$ cat src/rtl/byte_bus_master_pkg.sv
// Shared encodings for the byte-wide bus initiator: access sizes, FSM states
// and the bus data width.
package byte_bus_master_pkg;

  localparam int DATA_W = 8;

  // CPU access size encoding on i_cpu_size.
  typedef enum logic [1:0] {
    SZ_BYTE = 2'b00,
    SZ_HALF = 2'b01,
    SZ_WORD = 2'b10,
    SZ_RSVD = 2'b11
  } size_e;

  // Initiator FSM states.
  typedef enum logic [1:0] {
    IDLE = 2'b00,
    REQ  = 2'b01,
    WAIT = 2'b10,
    DONE = 2'b11
  } state_e;

  // Index of the last byte of an access (N-1). Reserved size never reaches
  // the bus, so its value here does not matter.
  function automatic logic [1:0] last_index(input logic [1:0] size);
    case (size)
      SZ_BYTE: last_index = 2'd0;
      SZ_HALF: last_index = 2'd1;
      default: last_index = 2'd3;
    endcase
  endfunction

endpackage

$ cat src/rtl/byte_bus_master_load_extend.sv
// Sign/zero extension of an assembled little-endian load result from bit 8N-1.
module byte_bus_master_load_extend
  import byte_bus_master_pkg::*;
(
  input  logic [31:0] i_data,
  input  logic [1:0]  i_size,
  input  logic        i_unsigned,
  output logic [31:0] o_data
);

  // Pick the extension width from the access size; words pass straight through.
  always_comb begin
    o_data = i_data;
    case (i_size)
      SZ_BYTE: o_data = {{24{~i_unsigned & i_data[7]}}, i_data[7:0]};
      SZ_HALF: o_data = {{16{~i_unsigned & i_data[15]}}, i_data[15:0]};
      default: o_data = i_data;
    endcase
  end

endmodule

$ cat src/rtl/byte_bus_master.sv
// Byte-wide peripheral bus initiator. Turns one CPU load/store of 1, 2 or 4
// bytes into sequential single-byte bus transactions and assembles the
// little-endian load result.
//
// Handshakes:
//   CPU side: i_cpu_req is a start pulse accepted only while o_cpu_busy is low
//   (IDLE); requests while busy are dropped, not queued. Completion is the
//   one-cycle o_cpu_done pulse; o_cpu_error/o_cpu_rdata are valid with it and
//   hold until the next completion.
//   Bus side: o_bus_request is a one-cycle pulse per byte; address/write/data
//   stay stable until the responder answers with a single i_bus_data_DV cycle,
//   which also qualifies i_bus_data for reads. DV outside WAIT is ignored.
module byte_bus_master
  import byte_bus_master_pkg::*;
#(
  parameter int ADDR_W  = 12,
  parameter int TIMEOUT = 16
) (
  input  logic              i_clk,
  input  logic              i_reset,
  input  logic              i_cpu_req,
  input  logic              i_cpu_we,
  input  logic [ADDR_W-1:0] i_cpu_addr,
  input  logic [31:0]       i_cpu_wdata,
  input  logic [1:0]        i_cpu_size,
  input  logic              i_cpu_unsigned,
  output logic              o_cpu_busy,
  output logic              o_cpu_done,
  output logic              o_cpu_error,
  output logic [31:0]       o_cpu_rdata,
  output logic              o_bus_request,
  output logic              o_bus_write,
  output logic [ADDR_W-1:0] o_bus_address,
  output logic [DATA_W-1:0] o_bus_data,
  input  logic [DATA_W-1:0] i_bus_data,
  input  logic              i_bus_data_DV,
  output logic [1:0]        o_dbg_state
);

  localparam int CNT_W = $clog2(TIMEOUT + 1);

  state_e              state_q, state_d;
  logic                we_q, we_d;
  logic [ADDR_W-1:0]   addr_q, addr_d;
  logic [31:0]         wdata_q, wdata_d;
  logic [1:0]          size_q, size_d;
  logic                uns_q, uns_d;
  logic [1:0]          k_q, k_d;
  logic [CNT_W-1:0]    cnt_q, cnt_d;
  logic [31:0]         acc_q, acc_d;
  logic [31:0]         rdata_q, rdata_d;
  logic                error_q, error_d;

  logic [31:0]         acc_merged;
  logic [31:0]         ext_data;
  logic [DATA_W-1:0]   wbyte;
  logic [ADDR_W-1:0]   cur_addr;

  // Current byte address (wraps modulo 2^ADDR_W) and byte k of the store data.
  always_comb begin
    cur_addr   = addr_q + ADDR_W'(k_q);
    wbyte      = wdata_q[7:0];
    acc_merged = acc_q;
    case (k_q)
      2'd0: begin wbyte = wdata_q[7:0];   acc_merged[7:0]   = i_bus_data; end
      2'd1: begin wbyte = wdata_q[15:8];  acc_merged[15:8]  = i_bus_data; end
      2'd2: begin wbyte = wdata_q[23:16]; acc_merged[23:16] = i_bus_data; end
      default: begin wbyte = wdata_q[31:24]; acc_merged[31:24] = i_bus_data; end
    endcase
  end

  // Extension uses the merged accumulator so the final byte lands in the
  // result on the same edge that enters DONE.
  byte_bus_master_load_extend u_load_extend (
    .i_data     (acc_merged),
    .i_size     (size_q),
    .i_unsigned (uns_q),
    .o_data     (ext_data)
  );

  // Next-state and output logic for the IDLE/REQ/WAIT/DONE sequencer.
  always_comb begin
    state_d       = state_q;
    we_d          = we_q;
    addr_d        = addr_q;
    wdata_d       = wdata_q;
    size_d        = size_q;
    uns_d         = uns_q;
    k_d           = k_q;
    cnt_d         = cnt_q;
    acc_d         = acc_q;
    rdata_d       = rdata_q;
    error_d       = error_q;
    o_cpu_done    = 1'b0;
    o_bus_request = 1'b0;
    o_bus_write   = 1'b0;
    o_bus_address = '0;
    o_bus_data    = '0;

    case (state_q)
      IDLE: begin
        if (i_cpu_req) begin
          we_d    = i_cpu_we;
          addr_d  = i_cpu_addr;
          wdata_d = i_cpu_wdata;
          size_d  = i_cpu_size;
          uns_d   = i_cpu_unsigned;
          k_d     = 2'd0;
          acc_d   = '0;
          if (i_cpu_size == SZ_RSVD) begin
            error_d = 1'b1;
            rdata_d = '0;
            state_d = DONE;
          end else begin
            state_d = REQ;
          end
        end
      end

      REQ: begin
        o_bus_request = 1'b1;
        o_bus_write   = we_q;
        o_bus_address = cur_addr;
        o_bus_data    = wbyte;
        cnt_d         = '0;
        state_d       = WAIT;
      end

      WAIT: begin
        // Address/write/data held: responder read data is combinational on address.
        o_bus_write   = we_q;
        o_bus_address = cur_addr;
        o_bus_data    = wbyte;
        if (i_bus_data_DV) begin
          if (!we_q) acc_d = acc_merged;
          if (k_q == last_index(size_q)) begin
            error_d = 1'b0;
            rdata_d = we_q ? 32'd0 : ext_data;
            state_d = DONE;
          end else begin
            k_d     = k_q + 2'd1;
            state_d = REQ;
          end
        end else if (cnt_q == CNT_W'(TIMEOUT - 1)) begin
          // Abort: remaining bytes are not issued, written bytes stay written.
          error_d = 1'b1;
          rdata_d = '0;
          state_d = DONE;
        end else begin
          cnt_d = cnt_q + CNT_W'(1);
        end
      end

      default: begin
        o_cpu_done = 1'b1;
        state_d    = IDLE;
      end
    endcase
  end

  // State and datapath registers; reset also abandons an in-flight access.
  always_ff @(posedge i_clk) begin
    if (i_reset) begin
      state_q <= IDLE;
      we_q    <= 1'b0;
      addr_q  <= '0;
      wdata_q <= '0;
      size_q  <= '0;
      uns_q   <= 1'b0;
      k_q     <= '0;
      cnt_q   <= '0;
      acc_q   <= '0;
      rdata_q <= '0;
      error_q <= 1'b0;
    end else begin
      state_q <= state_d;
      we_q    <= we_d;
      addr_q  <= addr_d;
      wdata_q <= wdata_d;
      size_q  <= size_d;
      uns_q   <= uns_d;
      k_q     <= k_d;
      cnt_q   <= cnt_d;
      acc_q   <= acc_d;
      rdata_q <= rdata_d;
      error_q <= error_d;
    end
  end

  assign o_cpu_busy  = (state_q != IDLE);
  assign o_cpu_error = error_q;
  assign o_cpu_rdata = rdata_q;
  assign o_dbg_state = state_q;

endmodule

$ cat config.mk
export PLATFORM = sky130hd
export DESIGN_NAME = byte_bus_master
export DESIGN_NICKNAME = d
export VERILOG_FILES = /design/src/rtl/byte_bus_master_pkg.sv /design/src/rtl/byte_bus_master_load_extend.sv /design/src/rtl/byte_bus_master.sv
export SDC_FILE = /design/constraint.sdc
export NUM_CORES = 1
export LEC_CHECK = 0
export ABC_CLOCK_PERIOD_IN_PS = 6980
export BUFFER_PORTS_ARGS = -buffer_cell sky130_fd_sc_hd__buf_4
export CORE_ASPECT_RATIO = 2
export CORE_MARGIN = 5
export CORE_UTILIZATION = 55
export DETAILED_ROUTE_END_ITERATION = 16
export GPL_TIMING_DRIVEN = 0
export PLACE_DENSITY = 0.78
export SLEW_MARGIN = 40
export SYNTH_ARGS = -nofsm -noshare
export SYNTH_HDL_FRONTEND = slang
export SYNTH_HIERARCHICAL = 1
export SYNTH_SLANG_ARGS = --single-unit
$ cat constraint.sdc
create_clock -name i_clk -period 6.98 [get_ports i_clk]
set_input_delay 0 -clock i_clk [delete_from_list [all_inputs] [get_ports i_clk]]
set_output_delay 0 -clock i_clk [all_outputs]
set_load 0.03 [all_outputs]
### Yosys cells after proc, flatten, opt, wreduce, memory -nomap -nowiden

Cells that the tools add are included.
Widths: inputs -> output; s select.

* flip-flop bits (word level): 122
* bits of input ports: 60
* word-level logic and storage cells: 93

* add/sub/neg operators: 3
* equality and inequality tests: 17
* multiplexer cells: 44
* bitwise gates (word level): 3
* reductions and logical operators: 15

Operators with widths (number)
* $mux 32: 9
* $pmux 32 s2: 3
* $mux 8: 5
* $pmux 8 s3: 1
* $mux 2: 10
* $ne 2x2->1 const B: 7
* $add 12x2->12: 1
* $mux 12: 1
* $mux 5: 2
* $pmux 5 s2: 1
* $mux 1: 8
* $pmux 2 s2: 2
* $reduce_and 4->1: 2
* $eq 2x1->1 const B: 3
* $eq 2x2->1 const B: 3
* $logic_not 2->1: 3
* $ne 3x3->1 const B: 2
* $pmux 2 s3: 1
* $reduce_bool 2->1: 3
* $reduce_or 3->1: 2
* $add 5x1->5 const B: 1
* $eq 5x4->1 const B: 1
* $reduce_and 5->1: 1
* $reduce_and 2->1: 2
* other kinds (7): 8

### Longest topological paths before layout

Gate-level depths: netlist (run 1).

* word-level depth: 8
* mapped depth: 10
* mapped depth without buffers: 7

### Modules after synthesis

Netlist (run 1), hierarchy kept.

Modules (own cells, without submodules)
* byte_bus_master: times used 1, cells an instance 689, area an instance 5741.8 µm², sequential area each 2442.3 µm²
* byte_bus_master_load_extend: times used 1, cells an instance 67, area an instance 355.3 µm², sequential area each 0.0 µm²

### Worst setup path before layout (run 1)

No wires, ideal clock.

* path type: reg-to-output
* from: register k_q[0]
* to: output port o_bus_address[6]
* arrival time: 2353 ps
* required time: 6980 ps
* setup slack: 4627 ps
* cell stages (with the launch flop): 7
* cell sequence: dfxtp_1 ha_1 inv_1 fa_1 nand3b_1 or3_1 a21boi_0

* cells in the longest elaborated chain, start to end: 2

Ends and longest elaborated chain
* from (decl): line byte_bus_master.sv:48 `logic [1:0] k_q, k_d;`
* from (signal assigned): line byte_bus_master.sv:182 `k_q <= k_d;`
* $add 12x2->12: line byte_bus_master.sv:61 `cur_addr = addr_q + ADDR_W'(k_q);`
* $mux 12: line byte_bus_master.sv:100 `case (state_q)`
* to (decl): line byte_bus_master.sv:33 `output logic [ADDR_W-1:0] o_bus_address,`

Every way passes these cells.

### Worst setup path after layout (run 1)

* from: register k_q[1]
* to: register rdata_q[28] (netlist: o_cpu_rdata[28])

* cells in the longest elaborated chain, start to end: 8
* elaborated cells on any way between the ends: 17
* classes of those cells: eq/ne: 4; mux: 8; bitwise: 2; reduce/logical: 3

Ends and longest elaborated chain
* $logic_not 2->1: line byte_bus_master.sv:64 `case (k_q)`
* $mux 8: line byte_bus_master.sv:64
* named net acc_merged[7]: line byte_bus_master.sv:54 `logic [31:0] acc_merged;`
* $and 1x1->1: line byte_bus_master_load_extend.sv:15 `SZ_BYTE: o_data = {{24{~i_unsigned & i_data[7]}}, i_data[7:0]};`
* $pmux 32 s2: line byte_bus_master_load_extend.sv:14 `case (i_size)`
* named net ext_data[28]: line byte_bus_master.sv:55 `logic [31:0] ext_data;`
* $mux 32: line byte_bus_master.sv:138 `rdata_d = we_q ? 32'd0 : ext_data;`
* $mux 32: line byte_bus_master.sv:136 `if (k_q == last_index(size_q)) begin`
* $mux 32: line byte_bus_master.sv:134 `if (i_bus_data_DV) begin`
* $pmux 32 s2: line byte_bus_master.sv:100
* to (signal assigned): line byte_bus_master.sv:185 `rdata_q <= rdata_d;`
* to (decl): line byte_bus_master.sv:51 `logic [31:0] rdata_q, rdata_d;`

The timed path passes the listed nets, and every way through them passes these cells. The select of a mux whose other input is x is not followed.
A chain may end at the register's enable or synchronous reset.

==> results of run 1 <==
## cells in the final DEF, fill, tap and decap left out, types with 4 or more instances in the layout
cell type / instances
sky130_fd_sc_hd__a21oi_1: 84
sky130_fd_sc_hd__a222oi_1: 8
sky130_fd_sc_hd__and2_1: 20
sky130_fd_sc_hd__buf_1: 9
sky130_fd_sc_hd__buf_2: 12
sky130_fd_sc_hd__buf_4: 127
sky130_fd_sc_hd__buf_6: 5
sky130_fd_sc_hd__clkbuf_1: 30
sky130_fd_sc_hd__clkbuf_16: 17
sky130_fd_sc_hd__clkinv_4: 5
sky130_fd_sc_hd__dfxtp_1: 122
sky130_fd_sc_hd__dlygate4sd3_1: 50
sky130_fd_sc_hd__ha_1: 12
sky130_fd_sc_hd__inv_1: 11
sky130_fd_sc_hd__mux2_2: 33
sky130_fd_sc_hd__mux2i_1: 32
sky130_fd_sc_hd__nand2_1: 199
sky130_fd_sc_hd__nand2b_1: 37
sky130_fd_sc_hd__nand3_1: 37
sky130_fd_sc_hd__nor2_1: 7
sky130_fd_sc_hd__nor2b_1: 5
sky130_fd_sc_hd__nor3_1: 4
sky130_fd_sc_hd__nor4_1: 4
sky130_fd_sc_hd__o21ai_0: 35
sky130_fd_sc_hd__xnor2_1: 4
sky130_fd_sc_hd__xor2_1: 7
## layer usage
layer / routed length (um) / GRT usage, % / up-vias
met5: 0 / 0 / -
met4: 1120 / 17.8 / 0
met3: 1180 / 6.12 / 83
met2: 10100 / 51.8 / 306
met1: 6310 / 25.9 / 2821
li1: - / - / 2914
## cell type report
class                      count  area (um2)
buffer                        66         335
clock buffer                  19         453
multi-input combinational    557        3280
sequential                   122        2440
tap                          140         175
clock inverter                13         168
fill                         768        2600
antenna                        1        2.50
inverter                      11        41.3
timing repair buffer         168        1390
## power by group through the flow
stage	sequential [mW]	combinational, mW	clock, mW
after floorplan	0.843	0.527	0
after global placement	0.834	0.753	0
after detailed placement	0.838	0.769	0
after CTS	0.824	0.799	0.922
after global routing	0.834	0.878	0.959
final	0.827	0.817	0.920
## kinds of logic after synthesis
family	after synthesis
simple gates	330
compound gates	137
flops	122
buf+inv	77
mux	66
fa+ha+maj	13
xor+xnor	11
## per-stage QoR
stage / utilization [%] / cells / hold slack (ns)
finish: 76.1 / 1097 / 0.0772
global route: 76.1 / 1097 / 0.119
CTS: 76.1 / 1096 / 0.0644
detailed placement: 65.8 / 1014 / 0.257
global placement: 65.8 / 1014 / 0.249
floorplan: - / 756 / 0.136
## registers in the layout, summed over array words and instances (netlist names)
| register | cells |
|---|---|
| addr_q | 12 |
| we_q | 1 |
| uns_q | 1 |
| size_q | 2 |
| cnt_q | 5 |
| acc_q | 32 |
| o_cpu_error | 1 |
| o_cpu_rdata | 32 |
| k_q | 2 |
| wdata_q | 32 |
| o_dbg_state | 2 |
## what timing repair did
item	in CTS	in global routing
buffers inserted	0	0
hold buffers	50	0
gates resized for setup	0	0
hold endpoints to repair	52	0
## worst max path at each step
stage | slack (ns) | startpoint | to | cells after the start
final | 3.89 | k_q[1] | o_cpu_rdata[28] | 10
after global placement | 4.09 | k_q[1] | o_cpu_rdata[29] | 10
after CTS | 3.98 | k_q[1] | o_cpu_rdata[28] | 10
after global routing | 3.77 | k_q[1] | o_cpu_rdata[28] | 10
after floorplan | 4.63 | k_q[0] | o_bus_address[6] | 6
after detailed placement | 3.99 | k_q[1] | o_cpu_rdata[28] | 10
## critical path, stage by stage, from the launching register on
cell and delay, ns:
sky130_fd_sc_hd__dfxtp_1 0.42, sky130_fd_sc_hd__inv_1 0.22, sky130_fd_sc_hd__ha_1 0.24, sky130_fd_sc_hd__clkbuf_1 0.35
sky130_fd_sc_hd__buf_2 0.34, sky130_fd_sc_hd__mux2_2 0.43, sky130_fd_sc_hd__mux2i_2 0.34, sky130_fd_sc_hd__clkbuf_1 0.33
sky130_fd_sc_hd__o21ai_0 0.15, sky130_fd_sc_hd__nand2_1 0.08, sky130_fd_sc_hd__mux2i_1 0.08
==> impl_results.html, run 1 <==
<table>
<tr><th>Metric</th><th>Value</th></tr>
<tr><th colspan="2">Pwr</th></tr>
<tr><td>Static Leak</td><td>3.47 nW</td></tr>
<tr><td>Share of power burned in registers</td><td>32.3%</td></tr>
<tr><td>Net switching component of the power</td><td>897 uW</td></tr>
<tr><td>Total power of the final layout</td><td>2.56 mW</td></tr>
<tr><td>Share of total power in combinational logic</td><td>31.9%</td></tr>
<tr><td>Internal Dissipation</td><td>1.67 mW</td></tr>
<tr><td>Switching share of power</td><td>35.0%</td></tr>
<tr><td>Worst voltage drop across the vdd grid</td><td>0.280 mV</td></tr>
<tr><td>Pwr per Cell Area</td><td>310 nW/um2</td></tr>
<tr><td>Power share of the clock group</td><td>35.9%</td></tr>
<tr><th colspan="2">Critical path</th></tr>
<tr><td>Endpoint of the most critical register-to-register path</td><td>o_cpu_rdata[28]</td></tr>
<tr><td>Worst-path maximum fanout</td><td>10</td></tr>
<tr><td>Kind of critical path</td><td>flip-flop to flip-flop</td></tr>
<tr><td>Kind of end point of the critical path</td><td>flip-flop</td></tr>
<tr><td>Startpoint Class</td><td>flip-flop</td></tr>
<tr><td>Depth of the worst register-to-register path</td><td>10</td></tr>
<tr><td>CP required</td><td>7.28 ns</td></tr>
<tr><td>Reg2Reg Launch Point</td><td>k_q[1]</td></tr>
<tr><td>Minimum setup slack among reg-to-reg paths</td><td>3.89 ns</td></tr>
<tr><td>Data arrival, critical path</td><td>3.39 ns</td></tr>
<tr><th colspan="2">Route</th></tr>
<tr><td>1st-iter DRT viols</td><td>549</td></tr>
<tr><td>Final ANT Viol Nets</td><td>0</td></tr>
<tr><td>Wire length reported by the detailed router</td><td>18,700 um</td></tr>
<tr><td>Wire per inst</td><td>17.0 um</td></tr>
<tr><td>Number of detailed-routing iterations run before antenna repair</td><td>5</td></tr>
<tr><td>Detailed-route via count</td><td>6,124</td></tr>
<tr><td>Via density per instance</td><td>5.58</td></tr>
<tr><td>Residual DRC count</td><td>0</td></tr>
<tr><th colspan="2">Yosys</th></tr>
<tr><td>Net count of the mapped netlist</td><td>829</td></tr>
<tr><td>Most numerous cell in the Yosys netlist</td><td>sky130_fd_sc_hd__nand2_1</td></tr>
<tr><td>Cell area after technology mapping</td><td>6100 um2</td></tr>
<tr><td>Cell accounting for the most synthesized area</td><td>sky130_fd_sc_hd__dfxtp_1</td></tr>
<tr><td>Netlist cell types</td><td>46</td></tr>
<tr><td>Share of synthesized cell area in full adder, half adder and majority cells</td><td>2.79%</td></tr>
<tr><td>Largest family of logic cells by synthesized area</td><td>simple AND/OR/NAND/NOR gates</td></tr>
<tr><td>Synthesized area per cell</td><td>8.06 um2</td></tr>
<tr><td>Post-synthesis xor/xnor area fraction</td><td>1.58%</td></tr>
<tr><td>Area share of the largest cell type after synthesis</td><td>40.1%</td></tr>
<tr><td>Cells after Synth</td><td>756</td></tr>
<tr><td>Post-synth EDFFs</td><td>0</td></tr>
<tr><td>Yosys warning total</td><td>6</td></tr>
<tr><td>Area share of and/or/nand/nor cells after synthesis</td><td>25.0%</td></tr>
<tr><td>Area fraction in compound gates after synthesis</td><td>12.8%</td></tr>
<tr><td>Synth cell count leaders</td><td>199 x sky130_fd_sc_hd__nand2_1, 122 x sky130_fd_sc_hd__dfxtp_1, 84 x sky130_fd_sc_hd__a21oi_1</td></tr>
<tr><td>Synth async-reset ratio</td><td>0%</td></tr>
<tr><td>Flip-flop and latch count after synthesis</td><td>122</td></tr>
<tr><td>Share of cell area taken by muxes after synthesis</td><td>11.6%</td></tr>
<tr><td>Sequential fraction of the synthesis area</td><td>40.1%</td></tr>
<tr><td>Synth top area cells</td><td>sky130_fd_sc_hd__dfxtp_1 40%, sky130_fd_sc_hd__nand2_1 12%, sky130_fd_sc_hd__a21oi_1 6.9%</td></tr>
<tr><td>Primary FF master, synth</td><td>sky130_fd_sc_hd__dfxtp_1</td></tr>
<tr><th colspan="2">Layout</th></tr>
<tr><td>Area of all placed cells without fillers</td><td>8280 um2</td></tr>
<tr><td>Layout cell share with drive strength beyond 1</td><td>23.0%</td></tr>
<tr><td>Area overhead of the layout relative to synthesis</td><td>35.8%</td></tr>
<tr><td>Final-stage net count</td><td>1,016</td></tr>
<tr><th colspan="2">Timing</th></tr>
<tr><td>Worst setup margin</td><td>3.89 ns</td></tr>
<tr><td>Unrepaired setup endpoints after global routing</td><td>false</td></tr>
<tr><td>Max-slew violations</td><td>0</td></tr>
<tr><td>Final clock skew</td><td>0.00768 ns</td></tr>
<tr><td>Share of the clock period used by the worst path after layout</td><td>44.3%</td></tr>
<tr><td>Slew HR</td><td>54.4%</td></tr>
<tr><td>Final total negative setup slack</td><td>0 ns</td></tr>
<tr><td>Final hold violation count</td><td>0</td></tr>
<tr><td>Final count of negative-setup-slack endpoints</td><td>0</td></tr>
<tr><td>Min cycle time layout</td><td>3.09 ns</td></tr>
<tr><td>Slew of the pin with the lowest slew margin</td><td>0.683 ns</td></tr>
<tr><td>Maximum clock frequency</td><td>323 MHz</td></tr>
<tr><th colspan="2">Clock network</th></tr>
<tr><td>CTS tree</td><td>built</td></tr>
<tr><td>Clock latency of the later-clocked register in the worst-skew pair</td><td>0.42 ns</td></tr>
<tr><td>Clock tree root driver cell</td><td>sky130_fd_sc_hd__clkbuf_16</td></tr>
<tr><td>Number of buffers inserted during clock tree synthesis</td><td>17</td></tr>
<tr><td>Clock-pin slew reported for the worst setup and hold paths after clock tree synthesis</td><td>0.06 ns</td></tr>
<tr><td>Number of clock sinks seen by CTS</td><td>122</td></tr>
<tr><td>Deepest level of the CTS H-tree</td><td>4</td></tr>
<tr><td>Clock Path Buffers</td><td>2</td></tr>
<tr><th colspan="2">Die</th></tr>
<tr><td>Initial standard-cell utilization of the core</td><td>56.1%</td></tr>
<tr><td>Number of placement rows</td><td>54</td></tr>
<tr><td>Die width</td><td>84.5 um</td></tr>
<tr><td># IOs</td><td>119</td></tr>
<tr><td>Core region area</td><td>10,900 um2</td></tr>
<tr><td>Floorplan die height</td><td>159 um</td></tr>
<tr><td>Full die area</td><td>13,400 um2</td></tr>
<tr><th colspan="2">Place</th></tr>
<tr><td>Setup Slack @ Placement</td><td>3.99 ns</td></tr>
<tr><td>DP Wirelength</td><td>13,100 um</td></tr>
<tr><td>Gp weighted congestion</td><td>0.909</td></tr>
<tr><td>Placed cell areas</td><td>7160 um2</td></tr>
<tr><td>Number of I/O port buffers</td><td>118</td></tr>
<tr><th colspan="2">Hold path</th></tr>
<tr><td>Worst Hold Path EP</td><td>o_dbg_state[0]</td></tr>
<tr><td>Startpoint of the tightest hold check path</td><td>i_cpu_req</td></tr>
<tr><td>Worst hold-check path type</td><td>primary input to flip-flop</td></tr>
<tr><td>Hold-critical path depth</td><td>4</td></tr>
<tr><th colspan="2">Run status</th></tr>
<tr><td>Outcome</td><td>complete, no violations</td></tr>
<tr><th colspan="2">Global route</th></tr>
<tr><td>Sum of overflow across all layers after global routing</td><td>0</td></tr>
<tr><td>Global routing usage summed across all routing layers</td><td>27.6%</td></tr>
<tr><td>Wire length of the first global-routing pass</td><td>29,700 um</td></tr>
<tr><td>Initial antenna violation count</td><td>1</td></tr>
<tr><td>Pin count of the biggest net entering global routing</td><td>17</td></tr>
<tr><td>Number of global-route vias before repair</td><td>6,270</td></tr>
<tr><th colspan="2">Job</th></tr>
<tr><td>Max_cap viols</td><td>0</td></tr>
</table>
(Power assumes the default switching activity.)
==> run 2, diff against run 1 <==
--- a/config.mk
+++ b/config.mk
@@ -5,14 +5,14 @@
 export SDC_FILE = /design/constraint.sdc
 export NUM_CORES = 1
 export LEC_CHECK = 0
-export ABC_CLOCK_PERIOD_IN_PS = 6980
+export ABC_CLOCK_PERIOD_IN_PS = 2500
 export BUFFER_PORTS_ARGS = -buffer_cell sky130_fd_sc_hd__buf_4
 export CORE_ASPECT_RATIO = 2
 export CORE_MARGIN = 5
-export CORE_UTILIZATION = 55
+export CORE_UTILIZATION = 50
 export DETAILED_ROUTE_END_ITERATION = 16
 export GPL_TIMING_DRIVEN = 0
-export PLACE_DENSITY = 0.78
+export PLACE_DENSITY = 0.74
 export SLEW_MARGIN = 40
 export SYNTH_ARGS = -nofsm -noshare
 export SYNTH_HDL_FRONTEND = slang
==> constraint.sdc (replaced) <==
create_clock -name i_clk -period 2.5 [get_ports i_clk]
set_input_delay 0 -clock i_clk [delete_from_list [all_inputs] [get_ports i_clk]]
set_output_delay 0 -clock i_clk [all_outputs]
set_load 0.03 [all_outputs]
==> impl_results.html, run 2 (synthesized netlist as in run 1, its figures left out) <==
<table>
<tr><th>Metric</th><th>Value</th></tr>
<tr><th colspan="2">Layout</th></tr>
<tr><td>Non-filler instance count after layout</td><td>1,106 (was 1,097)</td></tr>
<tr><td>Commonest cells after routing, fill and taps aside</td><td>199 x sky130_fd_sc_hd__nand2_1, 135 x sky130_fd_sc_hd__buf_4, 119 x sky130_fd_sc_hd__dfxtp_1 (was 199 x sky130_fd_sc_hd__nand2_1, 127 x sky130_fd_sc_hd__buf_4, 122 x sky130_fd_sc_hd__dfxtp_1)</td></tr>
<tr><td>Number of fillers in the final layout</td><td>970 (was 768)</td></tr>
<tr><td>Diode count</td><td>0 (was 1)</td></tr>
<tr><td>Layout cell share with drive strength beyond 1</td><td>24.9% (was 23.0%)</td></tr>
<tr><td>Area overhead of the layout relative to synthesis</td><td>36.8% (was 35.8%)</td></tr>
<tr><td>Most common library cell in the layout ignoring fill and taps</td><td>sky130_fd_sc_hd__nand2_1 (unchanged)</td></tr>
<tr><td>Final-stage net count</td><td>1,020 (was 1,016)</td></tr>
<tr><th colspan="2">Clock network</th></tr>
<tr><td>Clock-pin slew reported for the worst setup and hold paths after clock tree synthesis</td><td>0.06 ns (about the same)</td></tr>
<tr><td>Number of buffers inserted during clock tree synthesis</td><td>17 (unchanged)</td></tr>
<tr><td>Deepest level of the CTS H-tree</td><td>4 (unchanged)</td></tr>
<tr><td>CTS tree</td><td>built (unchanged)</td></tr>
<tr><td>Clock latency of the later-clocked register in the worst-skew pair</td><td>0.42 ns (about the same)</td></tr>
<tr><td>Clock Path Buffers</td><td>2 (unchanged)</td></tr>
<tr><td>Clock tree root driver cell</td><td>sky130_fd_sc_hd__clkbuf_16 (unchanged)</td></tr>
<tr><td>Number of clock sinks seen by CTS</td><td>122 (unchanged)</td></tr>
<tr><th colspan="2">Run status</th></tr>
<tr><td>Outcome</td><td>complete, no violations (unchanged)</td></tr>
<tr><th colspan="2">Die</th></tr>
<tr><td>Core region area</td><td>12,100 um2 (was 10,900 um2)</td></tr>
<tr><td>Floorplan die height</td><td>166 um (was 159 um)</td></tr>
<tr><td>Initial standard-cell utilization of the core</td><td>50.6% (was 56.1%)</td></tr>
<tr><td>Number of placement rows</td><td>57 (was 54)</td></tr>
<tr><td>Full die area</td><td>14,600 um2 (was 13,400 um2)</td></tr>
<tr><td>Die width</td><td>88.1 um (was 84.5 um)</td></tr>
<tr><td># IOs</td><td>119 (unchanged)</td></tr>
<tr><th colspan="2">Place</th></tr>
<tr><td>Setup Slack @ Placement</td><td>-0.419 ns (was 3.99 ns)</td></tr>
<tr><td>DP Wirelength</td><td>12,900 um (was 13,100 um)</td></tr>
<tr><td>Gp weighted congestion</td><td>0.868 (was 0.909)</td></tr>
<tr><td>Placed Cells</td><td>1,021 (was 1,014)</td></tr>
<tr><td>Number of I/O port buffers</td><td>118 (unchanged)</td></tr>
<tr><th colspan="2">Pwr</th></tr>
<tr><td>Static Leak</td><td>3.46 nW (was 3.47 nW)</td></tr>
<tr><td>Total power of the final layout</td><td>6.90 mW (was 2.56 mW)</td></tr>
<tr><td>Worst voltage drop across the vdd grid</td><td>0.659 mV (was 0.280 mV)</td></tr>
<tr><td>Pwr per Cell Area</td><td>828 nW/um2 (was 310 nW/um2)</td></tr>
<tr><th colspan="2">Critical path</th></tr>
<tr><td>Startpoint Class</td><td>flip-flop (unchanged)</td></tr>
<tr><td>Worst-path maximum fanout</td><td>6 (was 10)</td></tr>
<tr><td>CP required</td><td>2.50 ns (was 7.28 ns)</td></tr>
<tr><td>Crit-path cells</td><td>clkinvlp_4 -&gt; fa_2 -&gt; nand3b_1 -&gt; or3_1 -&gt; a21boi_1 -&gt; buf_4 (was inv_1 -&gt; ha_1 -&gt; clkbuf_1 -&gt; buf_2 -&gt; mux2_2 -&gt; mux2i_2 -&gt; clkbuf_1 -&gt; o21ai_0 -&gt; nand2_1 -&gt; mux2i_1)</td></tr>
<tr><td>Largest stage delay on the critical path</td><td>0.43 ns (about the same)</td></tr>
<tr><td>Kind of end point of the critical path</td><td>primary output (was flip-flop)</td></tr>
<tr><td>Crit-path leading delay family</td><td>simple AND/OR/NAND/NOR gates (was buffers and inverters)</td></tr>
<tr><td>Slowest cell on the critical path</td><td>sky130_fd_sc_hd__or3_1 (was sky130_fd_sc_hd__mux2_2)</td></tr>
<tr><td>Kind of critical path</td><td>flip-flop to primary output (was flip-flop to flip-flop)</td></tr>
<tr><td>Data arrival, critical path</td><td>2.48 ns (was 3.39 ns)</td></tr>
<tr><td>Buffer and inverter count on the worst path</td><td>2 (was 4)</td></tr>
<tr><th colspan="2">Global route</th></tr>
<tr><td>Initial antenna violation count</td><td>0 (was 1)</td></tr>
<tr><td>Global routing usage summed across all routing layers</td><td>25.4% (was 27.6%)</td></tr>
<tr><td>Wire length of the first global-routing pass</td><td>28,900 um (was 29,700 um)</td></tr>
<tr><td>Sum of overflow across all layers after global routing</td><td>0 (unchanged)</td></tr>
<tr><td>Number of global-route vias before repair</td><td>6,006 (was 6,270)</td></tr>
<tr><td>Pin count of the biggest net entering global routing</td><td>17 (unchanged)</td></tr>
<tr><th colspan="2">Timing</th></tr>
<tr><td>Final count of negative-setup-slack endpoints</td><td>0 (unchanged)</td></tr>
<tr><td>Final clock skew</td><td>0.00718 ns (was 0.00768 ns)</td></tr>
<tr><td>Unrepaired setup endpoints after global routing</td><td>true (was false)</td></tr>
<tr><td>Final total negative setup slack</td><td>0 ns (unchanged)</td></tr>
<tr><td>Max-slew violations</td><td>0 (unchanged)</td></tr>
<tr><td>Slew of the pin with the lowest slew margin</td><td>0.645 ns (was 0.683 ns)</td></tr>
<tr><td>Min cycle time layout</td><td>2.48 ns</td></tr>
<tr><td>Slew HR</td><td>57.0% (was 54.4%)</td></tr>
<tr><td>Worst setup margin</td><td>0.0181 ns (was 3.89 ns)</td></tr>
<tr><td>Maximum clock frequency</td><td>403 MHz</td></tr>
<tr><td>Share of the clock period used by the worst path after layout</td><td>99.3%</td></tr>
<tr><td>Tightest hold margin</td><td>0.0944 ns (was 0.0772 ns)</td></tr>
<tr><td>Final hold violation count</td><td>0 (unchanged)</td></tr>
<tr><th colspan="2">Route</th></tr>
<tr><td>Residual DRC count</td><td>0 (unchanged)</td></tr>
<tr><td>Final ANT Viol Nets</td><td>0 (unchanged)</td></tr>
<tr><td>1st-iter DRT viols</td><td>372 (was 549)</td></tr>
<tr><td>Detailed-route via count</td><td>5,921 (was 6,124)</td></tr>
<tr><td>Wire per inst</td><td>16.7 um (was 17.0 um)</td></tr>
<tr><td>Via density per instance</td><td>5.35 (was 5.58)</td></tr>
<tr><td>Number of detailed-routing iterations run before antenna repair</td><td>6 (was 5)</td></tr>
<tr><td>Wire length reported by the detailed router</td><td>18,500 um (was 18,700 um)</td></tr>
<tr><th colspan="2">Job</th></tr>
<tr><td>Max_cap viols</td><td>0 (unchanged)</td></tr>
<tr><th colspan="2">Hold path</th></tr>
<tr><td>Worst hold-check path type</td><td>primary input to flip-flop (unchanged)</td></tr>
</table>
[run 2: cell types whose count changed in the layout (fill, tap and decap cells not counted), moves of 3 or more]
| cell | previous run | this run |
|---|---|---|
| sky130_fd_sc_hd__clkinvlp_4 | 2 | 6 |
| sky130_fd_sc_hd__dfxtp_1 | 122 | 119 |
| sky130_fd_sc_hd__ha_1 | 12 | 8 |
| sky130_fd_sc_hd__buf_4 | 127 | 135 |
| sky130_fd_sc_hd__clkinv_2 | 2 | 5 |
| sky130_fd_sc_hd__clkinv_4 | 5 | 0 |
| sky130_fd_sc_hd__clkbuf_1 | 30 | 26 |
[run 2: timing repair]
item | in CTS | in global routing
endpoints found under the setup margin | 35 | 22
pin swaps | 3 | 3
endpoints found under the hold margin | 52 | 0
hold buffers | 50 | 0
setup buffers | 3 | 4
gates resized for setup | 14 | 11
gates cloned | 0 | 0
[run 2: metal layers]
layer | wire length [um] | part of all wire, % | global-route usage [%]
met3 | 1140 | 6.2 | 6.16
met5 | 0 | 0 | 0
met1 | 6150 | 33 | 24.3
met2 | 10200 | 55 | 47.2
met4 | 1050 | 5.6 | 14.4
[run 2: path summary, 6_finish.rpt]
check	startpoint	to	slack, ns	cells past startpoint
max	k_q[1]	o_bus_address[6]	0.02	6
min	i_bus_data[5]	acc_q[5]	0.09	4
min reg2reg	o_cpu_rdata[28]	o_cpu_rdata[28]	0.46	2
max reg2reg	k_q[1]	o_cpu_rdata[11]	0.14	10
[run 2: area by class of cell]
| cell class | instances | area, um2 | area share, % |
|---|---|---|---|
| multi-input cells | 557 | 3340 | 40.1 |
| flip-flops and latches | 122 | 2450 | 29.4 |
| repair buffers | 175 | 1440 | 17.3 |
| clock buffers | 19 | 443 | 5.31 |
| plain buffers | 63 | 332 | 3.98 |
| well taps | 147 | 184 | 2.21 |
| clock inverters | 12 | 101 | 1.22 |
| inverters | 11 | 45.0 | 0.540 |
[run 2: where the power goes]
part           switching, mW  internal (mW)  leakage (nW)  total (mW)
sequential             0.158           2.15         0.992        2.30
combinational           1.41          0.904          2.22        2.31
clock                  0.913           1.38         0.257        2.29
total                   2.48           4.43          3.46        6.90
[run 2: tightest hold or removal path, delay by kind of cell]
kind,cells,cell delay (ns)
buffers and inverters,1,0.12
muxes,1,0.16
AOI/OAI and AO/OA,1,0.13
and+or+nand+nor,1,0.07
[run 2: metrics by stage]
stage / cell area [um2] / util [%]
after floorplan: 6100 / -
after global placement: 7170 / 59.5
after detailed placement: 7170 / 59.5
after global routing: 8340 / 69.2
after CTS: 8270 / 68.6
final: 8340 / 69.2
